`src/rtl/sd_spi_cmd_ctrl.sv`:
```
// rtl/sd_spi_cmd_ctrl.sv - SD card SPI-mode command sequencer with R1 response polling
module sd_spi_cmd_ctrl #(
    parameter int CLK_DIV      = 4,
    parameter int RESP_TIMEOUT = 8,
    parameter int TRAIL_BITS   = 8
) (
    input  logic        clk,
    input  logic        reset,
    input  logic [47:0] cmd,
    input  logic        start,
    output logic        busy,
    output logic [7:0]  response,
    output logic        responseByte,
    output logic        timeout,
    output logic        sd_cs_n,
    output logic        sd_sclk,
    output logic        sd_mosi,
    input  logic        sd_miso
);
    localparam int               DIV_W      = (CLK_DIV > 1) ? $clog2(CLK_DIV) : 1;
    localparam logic [DIV_W-1:0] DIV_LAST   = DIV_W'(CLK_DIV - 1);
    localparam logic [7:0]       TRAIL_LAST = 8'(TRAIL_BITS - 1);
    localparam logic [7:0]       POLL_LAST  = 8'(RESP_TIMEOUT - 1);

    typedef enum logic [1:0] {S_IDLE, S_SEND, S_POLL, S_TRAIL} state_t;

    state_t           r_state;
    state_t           w_next;

    logic             r_start_q;
    logic [46:0]      r_shift;
    logic [6:0]       r_rx;
    logic [DIV_W-1:0] r_div;
    logic [7:0]       r_bit_cnt;
    logic [7:0]       r_byte_cnt;
    logic             r_setup;
    logic             r_done;
    logic             r_sclk;
    logic             r_mosi;
    logic             r_cs_n;
    logic             r_busy;
    logic [7:0]       r_response;
    logic             r_resp_valid;
    logic             r_timeout;

    logic             w_accept;
    logic             w_tick;
    logic             w_sclk_rise;
    logic             w_sclk_fall;
    logic [7:0]       w_rx_byte;

    // The first cycle after acceptance only asserts cs_n/mosi; the half-period
    // counter starts one cycle later so the card sees setup time before SCLK.
    assign w_accept    = (r_state == S_IDLE) && start && !r_start_q;
    assign w_tick      = (r_state != S_IDLE) && !r_setup && (r_div == DIV_LAST);
    assign w_sclk_rise = w_tick && !r_sclk;
    assign w_sclk_fall = w_tick && r_sclk;
    assign w_rx_byte   = {r_rx, sd_miso};

    assign busy         = r_busy;
    assign response     = r_response;
    assign responseByte = r_resp_valid;
    assign timeout      = r_timeout;
    assign sd_cs_n      = r_cs_n;
    assign sd_sclk      = r_sclk;
    assign sd_mosi      = r_mosi;

    // State register
    always_ff @(posedge clk or posedge reset) begin
        if (reset) begin
            r_state <= S_IDLE;
        end else begin
            r_state <= w_next;
        end
    end

    // Next-state logic; every phase ends on an SCLK falling edge so SCLK leaves low
    always_comb begin
        w_next = r_state;
        case (r_state)
            S_IDLE:  if (w_accept) w_next = S_SEND;
            S_SEND:  if (w_sclk_fall && r_bit_cnt == 8'd47) w_next = S_POLL;
            S_POLL:  if (w_sclk_fall && r_done) w_next = S_TRAIL;
            S_TRAIL: if (w_sclk_fall && r_bit_cnt == TRAIL_LAST) w_next = S_IDLE;
            default: w_next = S_IDLE;
        endcase
    end

    // SCLK generation, command shift-out, response capture and trailing clocks
    always_ff @(posedge clk or posedge reset) begin
        if (reset) begin
            r_start_q    <= 1'b0;
            r_shift      <= '0;
            r_rx         <= '0;
            r_div        <= '0;
            r_bit_cnt    <= '0;
            r_byte_cnt   <= '0;
            r_setup      <= 1'b0;
            r_done       <= 1'b0;
            r_sclk       <= 1'b0;
            r_mosi       <= 1'b1;
            r_cs_n       <= 1'b1;
            r_busy       <= 1'b0;
            r_response   <= 8'hFF;
            r_resp_valid <= 1'b0;
            r_timeout    <= 1'b0;
        end else begin
            r_start_q <= start;
            if (w_accept) begin
                r_shift      <= cmd[46:0];
                r_mosi       <= cmd[47];
                r_cs_n       <= 1'b0;
                r_busy       <= 1'b1;
                r_resp_valid <= 1'b0;
                r_timeout    <= 1'b0;
                r_setup      <= 1'b1;
                r_div        <= '0;
                r_sclk       <= 1'b0;
                r_bit_cnt    <= '0;
                r_byte_cnt   <= '0;
                r_done       <= 1'b0;
            end else if (r_state != S_IDLE) begin
                if (r_setup) begin
                    r_setup <= 1'b0;
                end else if (w_tick) begin
                    r_div  <= '0;
                    r_sclk <= ~r_sclk;
                end else begin
                    r_div <= r_div + DIV_W'(1);
                end

                case (r_state)
                    S_SEND: begin
                        if (w_sclk_fall) begin
                            if (r_bit_cnt == 8'd47) begin
                                r_mosi    <= 1'b1;
                                r_bit_cnt <= '0;
                            end else begin
                                r_mosi    <= r_shift[46];
                                r_shift   <= {r_shift[45:0], 1'b1};
                                r_bit_cnt <= r_bit_cnt + 8'd1;
                            end
                        end
                    end
                    S_POLL: begin
                        if (w_sclk_rise) begin
                            r_rx <= w_rx_byte[6:0];
                            if (r_bit_cnt == 8'd7) begin
                                r_bit_cnt <= '0;
                                if (w_rx_byte != 8'hFF) begin
                                    r_response   <= w_rx_byte;
                                    r_resp_valid <= 1'b1;
                                    r_done       <= 1'b1;
                                end else if (r_byte_cnt == POLL_LAST) begin
                                    r_response   <= 8'hFF;
                                    r_resp_valid <= 1'b0;
                                    r_timeout    <= 1'b1;
                                    r_done       <= 1'b1;
                                end else begin
                                    r_byte_cnt <= r_byte_cnt + 8'd1;
                                end
                            end else begin
                                r_bit_cnt <= r_bit_cnt + 8'd1;
                            end
                        end else if (w_sclk_fall && r_done) begin
                            // Release the card only once SCLK is back low
                            r_cs_n    <= 1'b1;
                            r_done    <= 1'b0;
                            r_bit_cnt <= '0;
                        end
                    end
                    S_TRAIL: begin
                        if (w_sclk_fall) begin
                            if (r_bit_cnt == TRAIL_LAST) begin
                                r_busy    <= 1'b0;
                                r_bit_cnt <= '0;
                            end else begin
                                r_bit_cnt <= r_bit_cnt + 8'd1;
                            end
                        end
                    end
                    default: ;
                endcase
            end
        end
    end
endmodule

```
`config.mk`:
```
export PLATFORM = sky130hd
export DESIGN_NAME = sd_spi_cmd_ctrl
export DESIGN_NICKNAME = d
export VERILOG_FILES = /design/src/rtl/sd_spi_cmd_ctrl.sv
export SDC_FILE = /design/constraint.sdc
export NUM_CORES = 1
export LEC_CHECK = 0
export CORE_MARGIN = 3
export CORE_UTILIZATION = 40
export CTS_CLUSTER_SIZE = 8
export DETAILED_ROUTE_END_ITERATION = 7
export GPL_TIMING_DRIVEN = 1
export RECOVER_POWER = 25
export SETUP_SLACK_MARGIN = 0.5
export SLEW_MARGIN = 25
export SYNTH_ARGS = -nofsm -noshare
export SYNTH_HDL_FRONTEND = slang
export SYNTH_SLANG_ARGS = --single-unit
```
`constraint.sdc`:
```
create_clock -name clk -period 3 [get_ports clk]
set_input_delay 0.6 -clock clk [delete_from_list [all_inputs] [get_ports clk]]
set_output_delay 0.6 -clock clk [all_outputs]
set_load 0.005 [all_outputs]
```
=== Yosys cells after proc, flatten, opt, wreduce, memory -nomap -nowiden ===
Cells that the tools add are included.

* Register bits after elaboration: 91
* Output and inout port bits: 14
* Logic and storage cells: 159

* Add/subtract/negate cells: 3
* Equal/unequal tests: 22
* Mux-type cells: 74
* Bitwise logic cells: 2
* Reduce and logical (&&, ||, !) cells: 42

{| class="wikitable"
|+ Operators by type and width
! cell !! count
|-
| $mux 47 || 5
|-
| $mux 8 || 17
|-
| $mux 1 || 42
|-
| $pmux 8 s3 || 1
|-
| $reduce_bool 2->1 || 12
|-
| $reduce_and 4->1 || 5
|-
| $reduce_and 6->1 || 3
|-
| $add 8x1->8 const B || 2
|-
| $eq 8x3->1 const B || 2
|-
| $mux 2 || 8
|-
| $ne 2x2->1 const B || 8
|-
| $reduce_and 5->1 || 3
|-
| $logic_and 1x1->1 || 9
|-
| $eq 8x6->1 const B || 1
|-
| $ne 8x8->1 const B || 1
|-
| $pmux 2 s4 || 1
|-
| $eq 2x2->1 const B || 3
|-
| $ne 3x3->1 const B || 2
|-
| $reduce_and 3->1 || 2
|-
| $reduce_bool 3->1 || 2
|-
| $ne 4x2->1 const B || 1
|-
| $ne 4x4->1 const B || 1
|-
| $reduce_bool 4->1 || 1
|-
| $logic_not 1->1 || 3
|-
| 7 further kinds || 8
|}

=== Depth between registers and ports, before layout ===
* Word-level depth: 10
* Depth in mapped cells: 9

=== Worst setup path after synthesis ===
No wires, ideal clock.

* Path kind: reg-to-reg
* Start: register r_state[0]
* End: register r_bit_cnt[2]
* Setup time: 0.066 ns
* Arrival: 2.038 ns
* Path slack: 0.896 ns
* Stages on the path, launching flop included: 10
* Path buffers: 2
* Cells stage by stage: dfrtp_1 -> inv_1 -> ha_1 -> and4bb_2 -> buf_4 -> o221ai_2 -> o21a_1 -> buf_6 -> or4b_1 -> nand2_1

* Cells in the longest elaborated chain, start to end: 8
* Elaborated cells between the ends (all ways): 22

{| class="wikitable"
|+ Ends and longest elaborated chain
! item !! RTL line !! RTL
|-
| start, declared || 27 || <nowiki>state_t r_state;</nowiki>
|-
| start signal, assigned || 73 || <nowiki>r_state <= w_next;</nowiki>
|-
| $reduce_bool 2->1 || 55, 122 ||
|-
| $logic_and 1x1->1 (2 in a row) || 55 || <nowiki>assign w_tick = (r_state != S_IDLE) && !r_setup && (r_div == DIV_LAST);</nowiki>
|-
| $logic_and 1x1->1 || 56 || <nowiki>assign w_sclk_rise = w_tick && !r_sclk;</nowiki>
|-
| $mux 8 || 146 || <nowiki>if (w_sclk_rise) begin</nowiki>
|-
| $pmux 8 s3 || 132 || <nowiki>case (r_state)</nowiki>
|-
| $mux 8 || 122 || <nowiki>end else if (r_state != S_IDLE) begin</nowiki>
|-
| $mux 8 || 109 || <nowiki>if (w_accept) begin</nowiki>
|-
| end signal, assigned || 141 || <nowiki>r_bit_cnt <= r_bit_cnt + 8'd1;</nowiki>
|-
| end signal, assigned || 163 || <nowiki>r_bit_cnt <= r_bit_cnt + 8'd1;</nowiki>
|-
| end signal, assigned || 178 || <nowiki>r_bit_cnt <= r_bit_cnt + 8'd1;</nowiki>
|-
| end, declared || 34 || <nowiki>logic [7:0] r_bit_cnt;</nowiki>
|}

Several ways; a longest one is shown, not always the timed one. The select of a mux whose other input is x is not followed.
A chain may end at the register's enable or synchronous reset.

=== Worst setup path in the final report ===
* Start: register r_state[1]
* End: register r_byte_cnt[7]

* Cells in the longest elaborated chain, start to end: 6
* Elaborated cells between the ends (all ways): 16

{| class="wikitable"
|+ Ends and longest elaborated chain
! item !! RTL line !! RTL
|-
| $reduce_bool 2->1 || 55, 122 ||
|-
| $logic_and 1x1->1 (2 in a row) || 55 ||
|-
| $logic_and 1x1->1 || 56 ||
|-
| $reduce_bool 2->1 (no line) || n/a ||
|-
| $reduce_and 6->1 (no line) || n/a ||
|-
| end signal, assigned || 160 || <nowiki>r_byte_cnt <= r_byte_cnt + 8'd1;</nowiki>
|-
| end, declared || 35 || <nowiki>logic [7:0] r_byte_cnt;</nowiki>
|}

Several ways; a longest one is shown, not always the timed one.

==> metrics.yaml <==
wl_per_cell_um: 14.8
cell_area_power_density_mw_per_mm2: 565
io_pins: 66
r2r_end: "r_byte_cnt[7]"
synth_area_leaders: "sky130_fd_sc_hd__dfrtp_1, sky130_fd_sc_hd__mux2i_1, sky130_fd_sc_hd__o21ai_0"
synth-main-ff-cell: "sky130_fd_sc_hd__dfrtp_1"
grt_setup_unrepaired: "no"
count_of_final_max_slew_check_failures: 0
place.gp.congestion: 0.844
achievable-frequency_mhz: 418
comb_power_share_pct: 24.3
tritoncts_num_sinks: 91
yosysUniqueCellTypes: 46
finalHoldViolations: 0
worst-slew-pin-transition_ns: 1.01
worst_ir_drop_vdd_mv: 0.332
total_leakage_power_nw: 2.18
tritoncts: "built"
maxCapViolCount: 0
fin_crit_share_pct: 79.7
layout-drive-gt1-share_pct: 12.3
synthesis.area_mm2: 0.00444
nNetsFinal: 542
power.share.switching_pct: 29.4
routed.top_layer: "met4"
cellInternalPower_w: 0.00216
min_path_type: "reg2reg"
placed_cells: 608
htree_num_levels: 3
detail_route.drc_violations: 0
seq_area_frac_synth_pct: 51.6
crit_path_start: "r_state[1]"
syn-instance-count: 425
grt_max_degree: 107
timing.critical_path.to: "r_byte_cnt[7]"
worst-setup-path-type: "reg2reg"
final.setup_skew_ns: 0.0120
postSynthRegisterBits: 91
grt_remaining_overflow: 0
num_rows: 37
initial_core_util_pct: 42.1
share_seq_of_total_power_pct: 46.2
cp.required_ns: 3.29
worst_skew_pair.late_latency_ns: 0.36
route.final.wire_length_mm: 9.21
antenna_violations_before_repair: 0
fin_ws_ns: 0.609
detail_route.iter0.violations: 237
post_cts.repair.setup_buffers: 0
syn_area_per_cell_um2: 10.4
grt_util_all_layers_pct: 15.5
routed-wl-met2_mm: 4.27
ctsHoldBuffers: 0
postSynthNetCount: 484
setup_viol_count_final: 0
cts_root_buffer: "sky130_fd_sc_hd__clkbuf_8"
worstSetupEndpointType: "register"
full_die_area_mm2: 0.0124
yosysTopAreaCellShare_pct: 45.7
timing.hold.worst.start: "r_div[0]"
met3RoutedLength_um: 557
wirelength_met1_mm: 4.28
final_cells: 624
avgViaCountPerCell: 5.19
power.share.clock_pct: 29.5
worst_setup_path_start_kind: "register"
worstPathArrival_ns: 2.68
cts.path.max_buffers: 2
antenna_diode_count: 0
chipHeight_um: 111
antenna_nets_post_route: 0
relSlewSlack_pct: 32.4
layout.filler_cells: 963
clkSlewWorstSetupHoldPaths_ns: 0.08
final.min_clock_period_ns: 2.39
async_flop_share_pct: 100
r2r_setup_slack_ns: 0.61
hpwlAfterDp_mm: 6.32
run_status: "completed"
yosysTopAreaCell: "sky130_fd_sc_hd__dfrtp_1"
area_growth_syn_to_layout_pct: 22.1
first_pass_grt_wire_length_mm: 16.0
synth_edf_count: 0
final.setup.tns_ns: 0
netSwitchingPower_w: 0.000901
synth.yosys.warnings: 0
io_buffers: 65
chipWidth_um: 111
core-area_mm2: 0.0106
drt_pass1_iterations: 4
critical_path_peak_fanout: 14
dp_worst_setup_slack_ns: 0.371
grt_pass1_vias: 3273
r2r.worst_path.cells: 7
vias: 3237
worstReg2RegStart: "r_state[1]"
numCtsBuffers: 9
## per-stage QoR
stage	utilization [%]	cell area, um^2	hold WS, ns	power (W)
after floorplan	-	4440	0.457	0.00201
after global placement	49.3	5200	0.478	0.00217
after detailed placement	49.3	5200	0.478	0.00219
after CTS	51.4	5420	0.498	0.00311
after global routing	51.4	5420	0.520	0.00324
final	51.4	5420	0.493	0.00306
## placed cells by master (no fill, tap or decap), types with 6 or more instances in the layout
cell,count
sky130_fd_sc_hd__dfrtp_1,81
sky130_fd_sc_hd__dfstp_2,10
sky130_fd_sc_hd__clkbuf_8,9
sky130_fd_sc_hd__nand2_1,68
sky130_fd_sc_hd__nand3_1,6
sky130_fd_sc_hd__a21oi_1,14
sky130_fd_sc_hd__inv_1,8
sky130_fd_sc_hd__mux2i_1,48
sky130_fd_sc_hd__ha_1,6
sky130_fd_sc_hd__clkdlybuf4s50_1,63
sky130_fd_sc_hd__nor2_1,21
sky130_fd_sc_hd__o21ai_0,62
sky130_fd_sc_hd__mux2_2,16
## synthesized netlist by cell type (4+ instances only)
cell type and number:
sky130_fd_sc_hd__a21oi_1 15, sky130_fd_sc_hd__a31oi_1 4, sky130_fd_sc_hd__buf_4 4, sky130_fd_sc_hd__clkbuf_1 13, sky130_fd_sc_hd__dfrtp_1 81, sky130_fd_sc_hd__dfstp_2 10, sky130_fd_sc_hd__ha_1 7, sky130_fd_sc_hd__inv_1 9
sky130_fd_sc_hd__mux2_2 16, sky130_fd_sc_hd__mux2i_1 48, sky130_fd_sc_hd__nand2_1 68, sky130_fd_sc_hd__nand2b_1 5, sky130_fd_sc_hd__nand3_1 6, sky130_fd_sc_hd__nand4_1 4, sky130_fd_sc_hd__nor2_1 21, sky130_fd_sc_hd__o21ai_0 62
sky130_fd_sc_hd__or3_1 5
## metal layers
layer	up-vias	track usage (%)
met2	78	23.8
met3	9	5.76
met4	0	4.22
met5	-	0
met1	1528	20.8
li1	1622	-
## sequential cells by signal, summed over array words and instances, names as in the netlist
signal and count:
busy 1, r_bit_cnt 8, r_byte_cnt 8, r_div 2, r_done 1, r_rx 7, r_setup 1, r_shift 47
r_start_q 1, r_state 2, response 8, responseByte 1, sd_cs_n 1, sd_mosi 1, sd_sclk 1, timeout 1
## kinds of logic (layout without fill, tap and decap cells)
family / Yosys count / in the layout / share of synthesized area [%]
adder cells (fa/ha/maj): 7 / 7 / 1.97
multiplexers: 64 / 64 / 14.9
AND/OR/NAND/NOR: 129 / 129 / 14.1
XOR/XNOR: 2 / 2 / 0.395
buffers and inverters: 32 / 95 / 3.64
AO/OA/AOI/OAI: 100 / 100 / 13.4
flip-flops: 91 / 91 / 51.6
## critical path, stage by stage (launching register included)
cell and delay, ns:
sky130_fd_sc_hd__dfrtp_1 0.43, sky130_fd_sc_hd__inv_1 0.11, sky130_fd_sc_hd__ha_2 0.27, sky130_fd_sc_hd__nor4b_4 0.33
sky130_fd_sc_hd__and4_4 0.33, sky130_fd_sc_hd__a31oi_4 0.17, sky130_fd_sc_hd__or4_1 0.54, sky130_fd_sc_hd__a21oi_1 0.15
## worst min-delay path by stage
stage                    end  depth (start not counted)
CTS                 r_div[0]                          1
finish              r_div[0]                          1
global placement        busy                          2
global route        r_div[0]                          1
floorplan           r_div[0]                          1
detailed placement      busy                          2
## power by group through the flow
stage | Sequential [W] | Combinational, W | Clock [W]
final | 0.00142 | 0.000745 | 0.000903
after global routing | 0.00143 | 0.000817 | 0.000991
after CTS | 0.00142 | 0.000756 | 0.000937
after detailed placement | 0.00144 | 0.000747 | 0
after global placement | 0.00143 | 0.000735 | 0
after floorplan | 0.00141 | 0.000604 | 0
## cell type report
class	instances	area (um^2)	share of cell area (%)
clock inverters	5	85.1	1.57
clock buffers	11	131	2.42
multi-input cells	302	2010	37.1
repair buffers	70	701	12.9
inverters	9	35.0	0.646
well taps	136	170	3.14
flip-flops and latches	91	2290	42.2
## repair_timing
item	4_1_cts	5_1_grt
gates resized for setup	2	3
setup endpoints to repair	5	41
pin swaps	1	0
Note: power is estimated with default switching activity, not from simulation.
